<file path="config.mk">
export PLATFORM = sky130hd
export DESIGN_NAME = spawn_ctrl_fsm
export DESIGN_NICKNAME = d
export VERILOG_FILES = /design/src/rtl/spawn_ctrl_pkg.sv /design/src/rtl/spawn_timer.sv /design/src/rtl/spawn_ctrl_fsm.sv
export SDC_FILE = /design/constraint.sdc
export NUM_CORES = 1
export LEC_CHECK = 0
export ABC_AREA = 1
export BUFFER_PORTS_ARGS = -buffer_cell sky130_fd_sc_hd__buf_4
export CORE_ASPECT_RATIO = 0.6
export CORE_MARGIN = 5
export CORE_UTILIZATION = 35
export DETAILED_ROUTE_END_ITERATION = 7
export PLACE_DENSITY = 0.49
export SLEW_MARGIN = 20
export SYNTH_ARGS = -nofsm -noshare
export SYNTH_HDL_FRONTEND = slang
export SYNTH_SLANG_ARGS = --single-unit
</file>
<file path="constraint.sdc">
create_clock -name i_Clk -period 4.9 [get_ports i_Clk]
set_clock_uncertainty 0.2 [all_clocks]
set_input_delay 0.49 -clock i_Clk [delete_from_list [all_inputs] [get_ports i_Clk]]
set_output_delay 0.49 -clock i_Clk [all_outputs]
set_load 0.03 [all_outputs]
</file>
<file path="src/rtl/spawn_ctrl_pkg.sv">
// Shared types and sizing helpers for the staggered pipe launch sequencer.
package spawn_ctrl_pkg;

  typedef enum logic [1:0] {
    IDLE = 2'd0,
    P1   = 2'd1,
    P2   = 2'd2,
    DONE = 2'd3
  } spawn_state_t;

  localparam int NUM_PIPES = 3;

  // Counter must hold SPAWN_SPEED-1; never narrower than one bit.
  function automatic int cnt_width(input int speed);
    int w;
    w = $clog2(speed + 1);
    return (w < 1) ? 1 : w;
  endfunction

endpackage

</file>
<file path="src/rtl/spawn_timer.sv">
// Loadable down-counter with a zero flag; load has priority over decrement.
module spawn_timer #(
  parameter int W = 1
) (
  input  logic         clk_i,
  input  logic         rst_n_i,
  input  logic         load_i,
  input  logic [W-1:0] load_val_i,
  input  logic         en_i,
  output logic         zero_o
);

  logic [W-1:0] cnt_q, cnt_d;

  always_comb begin
    cnt_d = cnt_q;
    if (load_i) begin
      cnt_d = load_val_i;
    end else if (en_i && (cnt_q != '0)) begin
      cnt_d = cnt_q - 1'b1;
    end
  end

  always_ff @(posedge clk_i or negedge rst_n_i) begin
    if (!rst_n_i) begin
      cnt_q <= '0;
    end else begin
      cnt_q <= cnt_d;
    end
  end

  assign zero_o = (cnt_q == '0);

endmodule

</file>
<file path="src/rtl/spawn_ctrl_fsm.sv">
// Launches pipe 1, 2 and 3 on a start request, SPAWN_SPEED clocks apart.
// state | meaning
// IDLE  | waiting for i_Start, all pipe enables low
// P1    | pipe 1 running, timing gap to pipe 2
// P2    | pipes 1-2 running, timing gap to pipe 3
// DONE  | all pipes running until reset
module spawn_ctrl_fsm
  import spawn_ctrl_pkg::*;
#(
  parameter int SPAWN_SPEED = 25_000_000
) (
  input  logic i_Clk,
  input  logic i_Reset,
  input  logic i_Start,
  output logic o_Pipe1_Start,
  output logic o_Pipe2_Start,
  output logic o_Pipe3_Start
);

  localparam int            CW     = cnt_width(SPAWN_SPEED);
  localparam logic [CW-1:0] RELOAD = CW'(SPAWN_SPEED - 1);

  spawn_state_t         state_q, state_d;
  logic [NUM_PIPES-1:0] pipes_q, pipes_d;
  logic                 load, en, zero;

  spawn_timer #(.W(CW)) u_timer (
    .clk_i      (i_Clk),
    .rst_n_i    (i_Reset),
    .load_i     (load),
    .load_val_i (RELOAD),
    .en_i       (en),
    .zero_o     (zero)
  );

  always_comb begin
    state_d = state_q;
    load    = 1'b0;
    en      = 1'b0;
    case (state_q)
      IDLE: begin
        if (i_Start) begin
          state_d = P1;
          load    = 1'b1;
        end
      end
      P1: begin
        if (zero) begin
          state_d = P2;
          load    = 1'b1;
        end else begin
          en = 1'b1;
        end
      end
      P2: begin
        if (zero) begin
          state_d = DONE;
        end else begin
          en = 1'b1;
        end
      end
      DONE:    state_d = DONE;
      default: state_d = IDLE;
    endcase
  end

  // Enables are a registered decode of the next state, so they change with the state.
  always_comb begin
    pipes_d    = '0;
    pipes_d[0] = (state_d != IDLE);
    pipes_d[1] = (state_d == P2) || (state_d == DONE);
    pipes_d[2] = (state_d == DONE);
  end

  always_ff @(posedge i_Clk or negedge i_Reset) begin
    if (!i_Reset) begin
      state_q <= IDLE;
      pipes_q <= '0;
    end else begin
      state_q <= state_d;
      pipes_q <= pipes_d;
    end
  end

  assign o_Pipe1_Start = pipes_q[0];
  assign o_Pipe2_Start = pipes_q[1];
  assign o_Pipe3_Start = pipes_q[2];

endmodule

</file>
==> impl_metrics.yaml <==
status:
  outcome: "completed"
die:
  die_h_microns: 68.91
  initial_core_util_pct: 36.17
  core_sq_um: 5597
  die_area_sq_um: 7455
  die_w_microns: 108.2
  io_pins: 6
  rows: 21
final_layout:
  finalInstanceArea_sq_um: 2203
  fillCellCount: 590
  layout_common_cells: "84 x nand2_1, 43 x nand3_1, 38 x nor2_1"
  fin_nets: 307
  syn2layout_area_growth_pct: 8.838
  drive_above_1_share_pct: 11.71
  final_common_cell: "nand2_1"
  fin_cells: 379
  insertedDiodeCount: 0
  final_util_pct: 39.37
timing:
  min_period_over_period_pct: 45.76
  tightestPinTransition_ns: 0.4763
  fin_ws_ns: 2.658
  finalSetupViolations: 0
  whs_ns: 0.3036
  finalSetupTns_ns: 0
  rsz0062_at_grt: "no"
  min_period_ns: 2.242
  fmax_mhz: 446.0
  max-slew-margin-rel_pct: 68.25
  finalHoldViolCount: 0
  drv_slew: 0
drt:
  wl_met1_mm: 2.990
  antenna_left: 0
  dr.max_layer_used: "met4"
  drtIter0Drc: 101
  wirelength_mm: 5.026
  wl_per_cell_microns: 13.26
  drc: 0
  wl_met3_microns: 255
  vias: 1789
  viasPerCell: 4.720
  drt_pre_antenna_iters: 4
  met2_length_mm: 1.761
placement:
  placed_cell_area_sq_um: 2107
  place.gp.congestion: 0.8052
  post-place-ws_ns: 2.647
  dpl.hpwl_mm: 3.746
  place_inst: 371
  portBuffers: 5
worst_setup_path:
  start_kind: "flip-flop"
  reg2reg_slack_ns: 2.66
  crit_family: "buffers and inverters"
  crit_path_max_incr_delay_ns: 0.43
  crit_buf_inv: 3
  cpMaxStageDelayCell: "dfrtp_1"
  cp.arrival_ns: 2.19
  path_max_fanout: 22
  cp.required_ns: 4.85
  path_cells: "inv_1 -> ha_1 -> inv_1 -> nor2_2 -> buf_4 -> nand2_1 -> nand2_1 -> nand3_1"
  endpoint_kind: "flip-flop"
  worstSetupPathType: "reg2reg"
pwr:
  combPwrFrac_pct: 1.5
  pwr-share-seq_pct: 53.3
  finalPower_uw: 449.6
  powerDensity_nw_per_um2: 204.1
  power.share.clock_pct: 45.3
  switching_share_pct: 21.64
  p_int_uw: 352.3
  power.switching_uw: 97.30
  leakage_nw: 1.071
  vdd_drop_max_v: 0.00007961
global_routing:
  antenna_found_initial: 0
  grt_pass1_vias: 1638
  grt_max_degree: 30
  grt_pass1_wl_mm: 8.549
  grt_overflow: 0
  gr-usage-all-layers_pct: 15.31
cts:
  post_cts_resized: 0
  htree_num_levels: 2
  clock-sinks: 29
  post_cts_buffers: 0
  clkTransAtPathRegs_ns: 0.07
  cts_hold_buf: 1
  clockBufferDepth: 2
  root_buffer: "clkbuf_8"
  clk_latency_ns: 0.28
  cts_tree: "done"
  cts_buffers: 5
synth:
  yosys_warnings: 0
  syn_area_sq_um: 2024
  netlist_instances: 291
  avgSynthCellArea_sq_um: 6.957
  ys_types: 25
  syn_nets: 299
  ys_seq_area_share_pct: 35.85
  synth_largest_area_cell: "dfrtp_1"
  synth-seq-cells: 29
  synth_area_leaders: "dfrtp_1 36%, nand2_1 16%, nand3_1 11%"
  synth_top_area_share_pct: 35.85
job:
  cap_viol_max_count: 0
worst_hold_path:
  hold_class: "reg2reg"
layer usage:
layer / track usage (%) / vias up
li1: - / 938
met1: 24.91 / 810
met2: 19.50 / 39
met3: 3.628 / 2
met4: 3.307 / 0
met5: 0 / -
layout make-up:
type                            instances  area [sq um]  share of cell area (%)
Clock buffer                            7         86.33                   3.918
Inverter                               33         123.9                   5.622
Multi-Input combinational cell        222          1105                   50.14
Sequential cell                        29         725.7                   32.94
Tap cell                               80         100.1                   4.543
Timing Repair Buffer                    8         62.56                   2.839
worst min-delay path: stages, from the launching register on:
cell,delay (ns)
dfrtp_1,0.34
nand2_1,0.05
nand3_1,0.07
kinds of logic after synthesis:
group                    share of synthesized area, %
buffers and inverters                           9.579
AO/OA/AOI/OAI                                   3.338
AND/OR/NAND/NOR                                 45.12
flip-flops                                      35.85
XOR/XNOR                                        3.028
adder cells (fa/ha/maj)                         3.090
path summary, 6_finish.rpt:
path,endpoint,startpoint,cells after the start
worst max register to register,u_timer.cnt_q[12],pipes_q[1],8
max in group asynchronous,u_timer.cnt_q[17],i_Reset,2
min in group asynchronous,u_timer.cnt_q[4],i_Reset,2
worst min register to register,u_timer.cnt_q[0],u_timer.cnt_q[0],2
worst max-delay path,u_timer.cnt_q[12],pipes_q[1],8
worst min-delay path,u_timer.cnt_q[0],u_timer.cnt_q[0],2
state kept, by name (all words and copies together), names as in the netlist:
| register | cells |
|---|---|
| u_timer.cnt_q | 25 |
| pipes_q | 3 |
| state_q | 1 |
power by group through the flow:
stage,clock (mW),combinational (mW),sequential (mW)
after floorplan,0,0.000000583,0.244
after global placement,0,0.00654,0.244
after detailed placement,0,0.00657,0.244
after CTS,0.209,0.00721,0.239
after global routing,0.218,0.00809,0.239
final,0.204,0.00666,0.239
cell usage after synthesis:
cell	n
dfrtp_1	29
nand3_2	1
buf_6	2
inv_1	33
nor3_1	3
a21oi_1	6
buf_4	3
nand2_2	5
nand2_4	1
nand3b_1	6
nor2_2	10
nor2_4	3
xor2_1	5
nand4_1	5
nand2_1	84
nor2_1	38
buf_2	1
o31ai_1	1
o21ai_0	1
ha_1	5
nand3_1	43
xnor2_1	2
a21oi_2	2
o211ai_1	1
buf_12	1
No activity file was read; power rests on OpenSTA's default activity.
